==> src/rtl/rx_elastic_wr_ctrl.sv <==
// rx_elastic_wr_ctrl
// Write-side controller for the PCS RX elastic FIFO (recovered-clock domain).
// Buffers one decoded character so that a complete /I2/ idle pair
// (K28.5 followed by D16.2) can be dropped before either half reaches the
// FIFO once the fill level is at or above the high watermark. It tracks the
// fill level from the synchronised Gray read pointer and flags overflow.

module rx_elastic_wr_ctrl #(
    parameter int ADDRSIZE = 3,
    parameter int HI_WM    = 6
) (
    input  logic                wclk,
    input  logic                wrst,
    input  logic                in_valid,
    input  logic [7:0]          in_data,
    input  logic                in_k,
    input  logic                wfull,
    input  logic [ADDRSIZE:0]   wq2_rptr,
    input  logic                ovf_clr,
    output logic                winc,
    output logic [8:0]          wdata,
    output logic [ADDRSIZE:0]   fill,
    output logic                ovf,
    output logic [15:0]         del_cnt
);

    localparam logic [7:0]        K28_5   = 8'hBC;
    localparam logic [7:0]        D16_2   = 8'h50;
    localparam int unsigned       PW      = ADDRSIZE + 1;
    localparam logic [ADDRSIZE:0] HI_WM_W = HI_WM[ADDRSIZE:0];

    // Hold stage
    logic               r_s1_valid;
    logic               r_s1_k;
    logic [7:0]         r_s1_data;

    // Write port and bookkeeping
    logic               r_winc;
    logic [8:0]         r_wdata;
    logic [ADDRSIZE:0]  r_wcnt;
    logic               r_ovf;
    logic [15:0]        r_del_cnt;

    // Combinational terms
    logic [ADDRSIZE:0]  w_rbin;
    logic [ADDRSIZE:0]  w_fill;
    logic               w_s1_is_k285;
    logic               w_in_is_d162;
    logic               w_del;
    logic               w_commit;
    logic               w_lost;

    // Gray-to-binary conversion of the synchronised read pointer:
    // each binary bit is the XOR of the Gray bits from the MSB down to it.
    always_comb begin
        w_rbin = '0;
        for (int unsigned i = 0; i < PW; i++) begin
            w_rbin[i] = ^(wq2_rptr >> i);
        end
    end

    // Fill level and /I2/ pair detection
    always_comb begin
        w_fill       = r_wcnt - w_rbin;
        w_s1_is_k285 = r_s1_k && (r_s1_data == K28_5);
        w_in_is_d162 = !in_k && (in_data == D16_2);
        w_del        = in_valid && r_s1_valid && w_s1_is_k285 &&
                       w_in_is_d162 && (w_fill >= HI_WM_W);
        w_commit     = r_winc && !wfull;
        w_lost       = r_winc && wfull;
    end

    // Hold stage and registered FIFO write port: drop the pair, shift a new
    // character in, or hold the buffered character across an input gap.
    always_ff @(posedge wclk or posedge wrst) begin
        if (wrst) begin
            r_s1_valid <= 1'b0;
            r_s1_k     <= 1'b0;
            r_s1_data  <= '0;
            r_winc     <= 1'b0;
            r_wdata    <= '0;
        end else if (w_del) begin
            r_s1_valid <= 1'b0;
            r_winc     <= 1'b0;
        end else if (in_valid) begin
            r_winc     <= r_s1_valid;
            r_wdata    <= {r_s1_k, r_s1_data};
            r_s1_k     <= in_k;
            r_s1_data  <= in_data;
            r_s1_valid <= 1'b1;
        end else begin
            r_winc     <= 1'b0;
        end
    end

    // Binary write count mirroring the FIFO write pointer; a write against
    // a full FIFO is discarded by the FIFO and so is not counted.
    always_ff @(posedge wclk or posedge wrst) begin
        if (wrst) begin
            r_wcnt <= '0;
        end else if (w_commit) begin
            r_wcnt <= r_wcnt + 1'b1;
        end
    end

    // Sticky overflow flag; a lost write on the same edge as a clear wins.
    always_ff @(posedge wclk or posedge wrst) begin
        if (wrst) begin
            r_ovf <= 1'b0;
        end else if (w_lost) begin
            r_ovf <= 1'b1;
        end else if (ovf_clr) begin
            r_ovf <= 1'b0;
        end
    end

    // Saturating count of deleted /I2/ pairs
    always_ff @(posedge wclk or posedge wrst) begin
        if (wrst) begin
            r_del_cnt <= '0;
        end else if (w_del && (r_del_cnt != '1)) begin
            r_del_cnt <= r_del_cnt + 16'd1;
        end
    end

    assign winc    = r_winc;
    assign wdata   = r_wdata;
    assign fill    = w_fill;
    assign ovf     = r_ovf;
    assign del_cnt = r_del_cnt;

endmodule

==> config.mk <==
export PLATFORM = sky130hd
export DESIGN_NAME = rx_elastic_wr_ctrl
export DESIGN_NICKNAME = d
export VERILOG_FILES = /design/src/rtl/rx_elastic_wr_ctrl.sv
export SDC_FILE = /design/constraint.sdc
export NUM_CORES = 1
export LEC_CHECK = 0
export ABC_AREA = 1
export BUFFER_PORTS_ARGS = -buffer_cell sky130_fd_sc_hd__buf_2
export CORE_MARGIN = 2
export CORE_UTILIZATION = 55
export DETAILED_ROUTE_END_ITERATION = 8
export PLACE_DENSITY = 0.88
export SLEW_MARGIN = 20
export SYNTH_ARGS = -nofsm -noshare
export SYNTH_HDL_FRONTEND = slang
export SYNTH_SLANG_ARGS = --single-unit
export TNS_END_PERCENT = 10
==> constraint.sdc <==
create_clock -name wclk -period 2.8 [get_ports wclk]
set_clock_uncertainty 0.15 [all_clocks]
set_input_delay 0.14 -clock wclk [delete_from_list [all_inputs] [get_ports wclk]]
set_output_delay 0.14 -clock wclk [all_outputs]
set_load 0.1 [all_outputs]
==> run_results.csv, run 1 <==
group,metric,value,unit
setup_path,cp_slowest_stage_delay,0.42,ns
final_layout,antenna_cells,0,
power_and_ir_drop,finalPower,2.09,mW
placement,place_area,2640,um2
power_and_ir_drop,p_int,1.05,mW
final_layout,drive_above_1_share,21.0,%
placement,place_congestion,0.894,
routing,vias,2165,
die,die_x,69.8,um
die,start_util,58.2,%
logic_synthesis,synth_cell_type_count,32,
routing,wl_per_cell,12.9,um
sta,setup_tns,0,ns
power_and_ir_drop,p_seq_share,33.9,%
routing,drc,0,
sta,max_freq,402,MHz
setup_path,cp_slowest_cell,"buf_2",
sta,worst_slew_pin_slew,0.514,ns
logic_synthesis,syn-cell-area,2380,um2
sta,timing.slew.headroom,65.7,%
global_route,gr-total-overflow,0,
min_path,hp-class,"in2reg",
placement,io_buffers,48,
setup_path,start_kind,"input pin",
sta,period_needed,2.49,ns
logic_synthesis,synth_top_area_cell,"dfrtp_1",
cts,clockBufferDepth,2,
logic_synthesis,synth_area_per_cell,8.04,um2
logic_synthesis,yosys.area.top_type_share,43.1,%
global_route,grt_pass1_wl,9.34,mm
final_layout,area_growth_syn_to_layout,19.4,%
cts,insertion_delay,0.29,ns
cts,cts_tree,"done",
logic_synthesis,synth_edf_count,0,
final_layout,fill_cells,326,
routing,drt_iter0_drc,151,
setup_path,critPathRequiredTime,2.51,ns
setup_path,end_kind,"output port",
die,core,4090,um2
setup_path,critPathMaxFanout,3,
setup_path,cpMostUsedCell,"inv_1",
logic_synthesis,ys.flop_type,"dfrtp_1",
sta,hold_viol_final,0,
power_and_ir_drop,p_leak,1.51,nW
power_and_ir_drop,switching_share,49.7,%
logic_synthesis,synthCells,296,
setup_path,critical_path_class,"in2out",
logic_synthesis,seq_area_frac_synth,43.1,%
global_route,grt_usage,23.5,%
logic_synthesis,async_flop_share,100,%
power_and_ir_drop,p_comb_share,48.5,%
routing,final_antenna_net_count,0,
logic_synthesis,synth-seq-cells,41,
cts,path_clk_slew,0.07,ns
final_layout,nNetsFinal,379,
sta,rsz0062_at_grt,"false",
power_and_ir_drop,p_switching,1.04,mW
cts,htreeDepth,2,
die,die_y,69.8,um
routing,vias_per_cell,5.32,
die,die-area,4870,um2
cts,cts_resized,0,
placement,dp_hpwl,3.78,mm
logic_synthesis,ys_warn_count,0,
power_and_ir_drop,powerDensity,735,nW/um2
final_layout,final_design_area_no_fill,2840,um2
power_and_ir_drop,clockPowerShare,17.6,%
cts,cts.sinks,41,
setup_path,crit_arrival,2.20,ns
routing,wirelength,5.26,mm
sta,slew_violations,0,
setup_path,crit_chain,"buf_2, inv_1, nand2_2, nand2_1, xor2_2, xor2_1, inv_1, ha_1, inv_1, fa_2, nand3_1, and2_1, buf_2",
logic_synthesis,synth_most_common_cell,"nand2_1",
global_route,grt_max_degree,42,
logic_synthesis,syn_nets,319,
logic_synthesis,synth_area_leaders,"dfrtp_1 (43%), nand2_1 (17%), nand3_1 (5.7%)",
cts,cts_root_buf,"clkbuf_8",
run,drv_cap,0,
die,rows,23,
run_status,outcome,"finished, final reports clean",
global_route,grt_pass1_vias,2079,
die,io_pins,49,
sta,finalCritPeriodShare,88.8,%
cts,cts_inserted_buffers,5,
power_and_ir_drop,peakVddDrop,0.000561,V
global_route,antenna_found_initial,0,
routing,drt_first_pass_iters,5,
logic_synthesis,synth_common_cells,"nand2_1 (106), dfrtp_1 (41), nand3_1 (27)",
sta,setup_viol,0,
-- worst paths after layout --
kind / slack [ns] / depth (start not counted) / startpoint / endpoint
max: 0.31 / 13 / wq2_rptr[2] / fill[2]
min: 0.06 / 4 / wfull / r_wcnt[2]
max reg2reg: 0.58 / 7 / del_cnt[0] / del_cnt[2]
min reg2reg: 0.32 / 2 / wdata[6] / wdata[6]
max in group asynchronous: 1.74 / 4 / wrst / r_s1_data[7]
min in group asynchronous: 0.41 / 4 / wrst / r_s1_valid
-- sequential cells by signal, summed over array words and instances, names as in the netlist --
| register | cells |
|---|---|
| r_s1_data | 8 |
| r_s1_valid | 1 |
| winc | 1 |
| wdata | 9 |
| del_cnt | 16 |
| r_s1_k | 1 |
| ovf | 1 |
| r_wcnt | 4 |
-- layer usage --
layer	vias to the layer above	GRT usage (%)	wire, um
met3	9	5.23	220
met2	49	38.2	2590
met5	-	0	0
met1	1025	31.9	2400
met4	0	6.41	54
li1	1082	-	-
-- critical path: cells and delay by family --
family	cells	cell delay [ns]
XOR/XNOR	2	0.36
adder cells (fa/ha/maj)	2	0.52
buffers and inverters	5	0.76
AND/OR/NAND/NOR	4	0.42
-- what timing repair did --
action,in CTS,in global routing
endpoints found under the hold margin,51,0
setup buffers,0,0
hold buffers,12,0
-- cells in the final DEF (no fill, tap or decap), drive strengths merged --
master / Yosys / final
nand2: 112 / 112
buf: 7 / 50
dfrtp: 41 / 41
nand3: 31 / 31
inv: 25 / 25
nand4: 22 / 22
nor2: 18 / 18
dlygate4sd3: 0 / 12
xor2: 12 / 12
clkbuf: 2 / 8
nor3: 7 / 7
xnor2: 5 / 5
ha: 4 / 4
nor3b: 2 / 2
and2: 2 / 2
o21ai: 2 / 2
a21oi: 1 / 1
nand3b: 1 / 1
mux2: 1 / 1
fa: 1 / 1
-- stage by stage --
stage	utilization, %	hold slack (ns)	setup slack [ns]	std cells
floorplan	-	0.0990	0.0161	296
finish	69.5	0.0574	0.313	407
global route	69.5	0.0601	0.119	407
CTS	69.5	0.0488	0.278	407
detailed placement	64.6	0.149	0.113	387
global placement	64.6	0.139	0.251	387
-- power by group through the flow --
stage | Clock [mW] | Combinational [mW] | Sequential (mW)
floorplan | 0 | 0.728 | 0.829
global placement | 0 | 0.975 | 0.716
detailed placement | 0 | 1.00 | 0.719
CTS | 0.374 | 1.01 | 0.708
global route | 0.409 | 1.07 | 0.717
finish | 0.367 | 1.01 | 0.708
-- final cells by class --
| cell class | count | area, um2 | share of cell area (%) |
|---|---|---|---|
| flip-flops and latches | 41 | 1030 | 36.1 |
| well taps | 50 | 62.6 | 2.20 |
| multi-input cells | 221 | 1200 | 42.4 |
| inverters | 25 | 93.8 | 3.30 |
| repair buffers | 62 | 375 | 13.2 |
| clock buffers | 8 | 80.1 | 2.82 |
-- cell families after synthesis --
family                   after synthesis  synth area share (%)
buffers and inverters                 34                  6.73
XOR/XNOR                              17                  6.26
AND/OR/NAND/NOR                      195                  39.9
AO/OA/AOI/OAI                          3                 0.630
adder cells (fa/ha/maj)                5                  2.94
multiplexers                           1                 0.473
flip-flops                            41                  43.1
No activity file was read; power rests on OpenSTA's default activity.
==> inputs of run 2 (changes only) <==
--- a/config.mk
+++ b/config.mk
@@ -7,6 +7,7 @@
 export LEC_CHECK = 0
 export ABC_AREA = 1
 export BUFFER_PORTS_ARGS = -buffer_cell sky130_fd_sc_hd__buf_2
+export CORE_ASPECT_RATIO = 1.25
 export CORE_MARGIN = 2
 export CORE_UTILIZATION = 55
 export DETAILED_ROUTE_END_ITERATION = 8
==> run 2 against run 1 <==
  * Count of clock-buffer cells in the layout down 2
  * Highest routed layer unchanged
  * Fmax down 0.70%
  * Cell area up 0.35%
  * Worst hold slack worse by 0.012 ns
  * Via count up 0.32%
  * Non-clock buffer count unchanged
  * Core utilization down 0.52 points
  * Power down 0.23%
  * Clock power about the same
  * Flip-flop and latch count unchanged
  * Routed wire length down 0.59%
  * Critical endpoint unchanged
  * Register-to-register slack about the same
==> run_results.csv, run 2 (synthesis gave the netlist of run 1 again) <==
group,metric,value,unit
run_status,outcome,"finished, final reports clean",
setup_path,r2r_slack,0.57,ns
final_layout,nNetsFinal,379,
power_and_ir_drop,p_switching,1.04,mW
sta,hold_viol_final,0,
setup_path,end_kind,"output port",
sta,rsz0062_at_grt,"false",
final_layout,antenna_cells,0,
setup_path,crit_arrival,2.21,ns
setup_path,crit_start,"wq2_rptr[2]",
cts,path_clk_slew,0.08,ns
routing,vias,2172,
routing,wl_per_cell,12.7,um
global_route,grt_usage,23.8,%
min_path,hold_start,"wfull",
die,io_pins,49,
placement,place_congestion,0.907,
setup_path,reg2reg_depth,9,
sta,worst_slew_pin_slew,0.587,ns
cts,clockBufferDepth,2,
routing,final_antenna_net_count,0,
die,die_y,77.5,um
setup_path,critPathMaxFanout,3,
final_layout,layoutNonFillerInstCount,413,
min_path,holdPathStages,4,
placement,io_buffers,48,
final_layout,drive_above_1_share,21.6,%
cts,htreeDepth,2,
placement,place_ws,0.100,ns
sta,period_needed,2.50,ns
power_and_ir_drop,clockPowerShare,17.7,%
setup_path,crit_chain,"buf_2, inv_1, nand2_2, nand2_1, xor2_2, xor2_1, inv_1, ha_1, inv_1, fa_2, nand3_1, and2_1, buf_2",
setup_path,path_delay_family,"buffers and inverters",
global_route,grt_max_degree,27,
sta,timing.slew.headroom,60.8,%
power_and_ir_drop,p_comb_share,48.3,%
power_and_ir_drop,p_leak,1.51,nW
global_route,grt_pass1_wl,9.36,mm
global_route,grtUsageMet3,4.35,%
cts,insertion_delay,0.29,ns
global_route,grt_pass1_vias,2194,
die,start_util,57.6,%
global_route,met2_usage,44.2,%
min_path,hold_end,"r_wcnt[2]",
min_path,hp-class,"in2reg",
routing,vias_per_cell,5.26,
cts,cts_inserted_buffers,5,
cts,cts_tree,"done",
cts,cts.sinks,41,
sta,finalCritPeriodShare,89.4,%
power_and_ir_drop,p_seq_share,34.0,%
placement,dp_hpwl,3.80,mm
run,drv_cap,0,
sta,slew_violations,0,
cts,cts_root_buf,"clkbuf_8",
die,die_x,62.8,um
die,rows,26,
final_layout,final_cell_mix,"nand2_1 (106), buf_2 (48), dfrtp_1 (41), nand3_1 (27), inv_1 (24)",
global_route,antenna_found_initial,0,
power_and_ir_drop,switching_share,49.7,%
placement,place_inst,393,
global_route,gr-total-overflow,0,
setup_path,critPathBufInv,5,
routing,drt_iter0_drc,63,
global_route,globalRouteMet1Util,26.8,%
placement,place_area,2650,um2
sta,max_freq,399,MHz
setup_path,start_kind,"input pin",
die,core,4130,um2
routing,drc,0,
final_layout,utilization,69.0,%
final_layout,area_growth_syn_to_layout,19.8,%
sta,setup_tns,0,ns
power_and_ir_drop,finalPower,2.08,mW
setup_path,critical_path_class,"in2out",
routing,drt_first_pass_iters,4,
routing,wirelength,5.23,mm
final_layout,largest_reg_flops,16,
setup_path,critPathRequiredTime,2.51,ns
sta,setup_slack,0.296,ns
power_and_ir_drop,powerDensity,731,nW/um2
setup_path,cp_slowest_cell,"buf_2",
setup_path,cp_slowest_stage_delay,0.42,ns
setup_path,r2r_end,"r_s1_valid",
global_route,top_usage_layer,"met2",
power_and_ir_drop,peakVddDrop,0.000403,V
sta,setup_viol,0,
setup_path,cpMostUsedCell,"inv_1",
setup_path,reg2reg_from,"r_wcnt[0]",
die,die-area,4870,um2
final_layout,final_common_cell,"nand2_1",
sta,whs,0.0452,ns
final_layout,final_design_area_no_fill,2850,um2
power_and_ir_drop,p_int,1.05,mW
## run 2: how the worst max path moves through the flow
stage | to | slack [ns] | cells past startpoint
after floorplan | del_cnt[0] | 0.02 | 15
after global placement | r_s1_valid | 0.25 | 15
after detailed placement | r_s1_valid | 0.10 | 15
after CTS | fill[2] | 0.28 | 13
after global routing | fill[2] | 0.14 | 13
final | fill[2] | 0.30 | 13
## run 2: power groups by stage
stage | Clock, mW | Combinational (mW) | Sequential (mW)
3_5_place_dp | 0 | 0.996 | 0.718
6_report | 0.369 | 1.01 | 0.708
3_3_place_gp | 0 | 0.970 | 0.718
4_1_cts | 0.380 | 1.01 | 0.707
5_1_grt | 0.399 | 1.07 | 0.714
2_1_floorplan | 0 | 0.728 | 0.829
## run 2: layer usage
metal	part of all wire, %	vias up
met5	0	-
met3	4.3	8
met2	53	61
li1	-	1075
met1	41	1028
met4	1.5	0
## run 2: worst register-to-register path, cell delays in order, from the launching register on
cell and delay [ns]:
dfrtp_1 0.42, inv_1 0.08, ha_1 0.14, inv_1 0.07, fa_2 0.60, nand3_2 0.10, nand2_4 0.14, nand2_8 0.12
nand2_4 0.19, o21ai_1 0.10
## run 2: timing repair
action,4_1_cts,5_1_grt
hold buffers,12,0
buffers inserted,0,0
gates resized for setup,0,0
setup endpoints to repair,0,0
hold endpoints to repair,25,0
## run 2: layout make-up
| class | count | area (um2) |
|---|---|---|
| fillers | 342 | 1280 |
| multi-input cells | 221 | 1200 |
| flip-flops and latches | 41 | 1030 |
| repair buffers | 62 | 375 |
| inverters | 25 | 93.8 |
| clock buffers | 6 | 72.6 |
| well taps | 56 | 70.1 |
| clock inverters | 2 | 10.0 |
==> inputs of run 3 (changes only) <==
--- a/config.mk
+++ b/config.mk
@@ -11,6 +11,7 @@
 export CORE_MARGIN = 2
 export CORE_UTILIZATION = 55
 export DETAILED_ROUTE_END_ITERATION = 8
+export MAX_ROUTING_LAYER = met4
 export PLACE_DENSITY = 0.88
 export SLEW_MARGIN = 20
 export SYNTH_ARGS = -nofsm -noshare
==> run 3 against run 2 <==
  * Core utilization is the same
  * Cell count unchanged
  * Worst setup slack unchanged
  * Register-to-register slack hardly changed
  * Sequential power barely moved
  * Via count is 0.74% lower
  * Clock power barely moved
  * Power about the same
  * First-iteration DRC count up 3.2%
  * Cell area stayed put
  * Critical path type unchanged
  * Critical endpoint unchanged
  * Largest cell class unchanged
==> run_results.csv, run 3 (synthesis gave the netlist of run 1 again) <==
group,metric,value,unit
die,die_x,62.8,um
cts,ctsHoldBuffers,12,
power_and_ir_drop,p_comb_share,48.3,%
cts,insertion_delay,0.29,ns
global_route,grt_pass1_wl,9.37,mm
min_path,hold_start,"wfull",
placement,place_congestion,0.922,
die,core,4130,um2
setup_path,crit_arrival,2.21,ns
routing,drc,0,
final_layout,layoutNonFillerInstCount,413,
cts,htreeDepth,2,
sta,setup_viol,0,
die,die-area,4870,um2
sta,whs,0.0445,ns
sta,timing.slew.headroom,60.8,%
setup_path,r2r_end,"r_s1_valid",
sta,finalCritPeriodShare,89.4,%
routing,drt_first_pass_iters,4,
global_route,grt_max_degree,27,
setup_path,r2r_slack,0.57,ns
sta,period_needed,2.50,ns
final_layout,nNetsFinal,379,
global_route,antenna_found_initial,0,
final_layout,final_cell_mix,"nand2_1 (106), buf_2 (48), dfrtp_1 (41), nand3_1 (27), inv_1 (24)",
setup_path,end_kind,"output port",
cts,cts_tree,"done",
power_and_ir_drop,powerDensity,731,nW/um2
setup_path,reg2reg_from,"r_wcnt[0]",
sta,rsz0062_at_grt,"false",
final_layout,final_common_cell,"nand2_1",
placement,place_ws,0.100,ns
placement,io_buffers,48,
cts,clockBufferDepth,2,
global_route,gr-total-overflow,0,
min_path,hp-class,"in2reg",
power_and_ir_drop,clockPowerShare,17.7,%
final_layout,area_growth_syn_to_layout,19.8,%
global_route,grt_pass1_vias,2194,
min_path,hold_end,"r_wcnt[2]",
sta,worst_slew_pin_slew,0.588,ns
global_route,grt_usage,24.5,%
final_layout,largest_reg_flops,16,
setup_path,critPathMaxFanout,3,
routing,final_antenna_net_count,0,
setup_path,critPathRequiredTime,2.51,ns
routing,wl_per_cell,12.7,um
final_layout,antenna_cells,0,
min_path,holdPathStages,4,
run_status,outcome,"finished, final reports clean",
sta,max_freq,399,MHz
final_layout,fill_cells,342,
routing,vias_per_cell,5.22,
routing,wirelength,5.24,mm
setup_path,critical_path_class,"in2out",
placement,dp_hpwl,3.80,mm
setup_path,reg2reg_depth,9,
placement,place_inst,393,
cts,cts.sinks,41,
sta,slew_violations,0,
cts,cts_setup_buffers,0,
routing,vias,2156,
sta,hold_viol_final,0,
power_and_ir_drop,switching_share,49.7,%
cts,path_clk_slew,0.08,ns
final_layout,drive_above_1_share,21.6,%
sta,setup_tns,0,ns
routing,drt_iter0_drc,65,
die,rows,26,
power_and_ir_drop,p_switching,1.04,mW
die,start_util,57.6,%
power_and_ir_drop,p_leak,1.51,nW
power_and_ir_drop,p_int,1.05,mW
run,drv_cap,0,
die,io_pins,49,
sta,setup_slack,0.296,ns
die,die_y,77.5,um
setup_path,start_kind,"input pin",
power_and_ir_drop,p_seq_share,34.0,%
cts,cts_root_buf,"clkbuf_8",
cts,cts_inserted_buffers,5,
power_and_ir_drop,peakVddDrop,0.000403,V
cts,cts_resized,0,
final_layout,utilization,69.0,%
## run 3: critical path: stages
cell     delay [ns]
buf_2          0.12
inv_1          0.09
nand2_2        0.08
nand2_1        0.10
xor2_2         0.25
xor2_1         0.10
inv_1          0.07
ha_1           0.14
inv_1          0.07
fa_2           0.39
nand3_1        0.12
and2_1         0.13
buf_2          0.42
## run 3: worst max path at each step
stage | slack, ns | start | end | depth (start not counted)
after floorplan | 0.02 | wq2_rptr[2] | del_cnt[0] | 15
after global placement | 0.25 | wq2_rptr[2] | r_s1_valid | 15
after detailed placement | 0.10 | wq2_rptr[2] | r_s1_valid | 15
after CTS | 0.28 | wq2_rptr[2] | fill[2] | 13
after global routing | 0.14 | wq2_rptr[2] | fill[2] | 13
final | 0.30 | wq2_rptr[2] | fill[2] | 13
## run 3: per-layer routing
metal  share of wire, %  global-route usage [%]
met1                 41                    26.8
met5                  0                       -
met3                3.6                    4.35
met4                1.5                    9.33
met2                 54                    44.2
## run 3: final cells by class
| class | count | area [um2] | area share (%) |
|---|---|---|---|
| inverters | 25 | 93.8 | 3.29 |
| flip-flops and latches | 41 | 1030 | 36.0 |
| clock inverters | 2 | 10.0 | 0.351 |
| clock buffers | 6 | 72.6 | 2.54 |
| well taps | 56 | 70.1 | 2.46 |
| multi-input cells | 221 | 1200 | 42.2 |
| repair buffers | 62 | 375 | 13.2 |
## run 3: stage by stage
stage	power, mW	area, um2
2_1_floorplan	1.56	2390
3_3_place_gp	1.69	2650
3_5_place_dp	1.71	2650
4_1_cts	2.10	2850
5_1_grt	2.19	2850
6_report	2.08	2850
## run 3: power groups by stage
stage	Clock [mW]	Combinational (mW)	Sequential, mW
6_report	0.370	1.01	0.708
5_1_grt	0.399	1.07	0.714
4_1_cts	0.380	1.01	0.707
3_5_place_dp	0	0.996	0.718
3_3_place_gp	0	0.970	0.718
2_1_floorplan	0	0.728	0.829
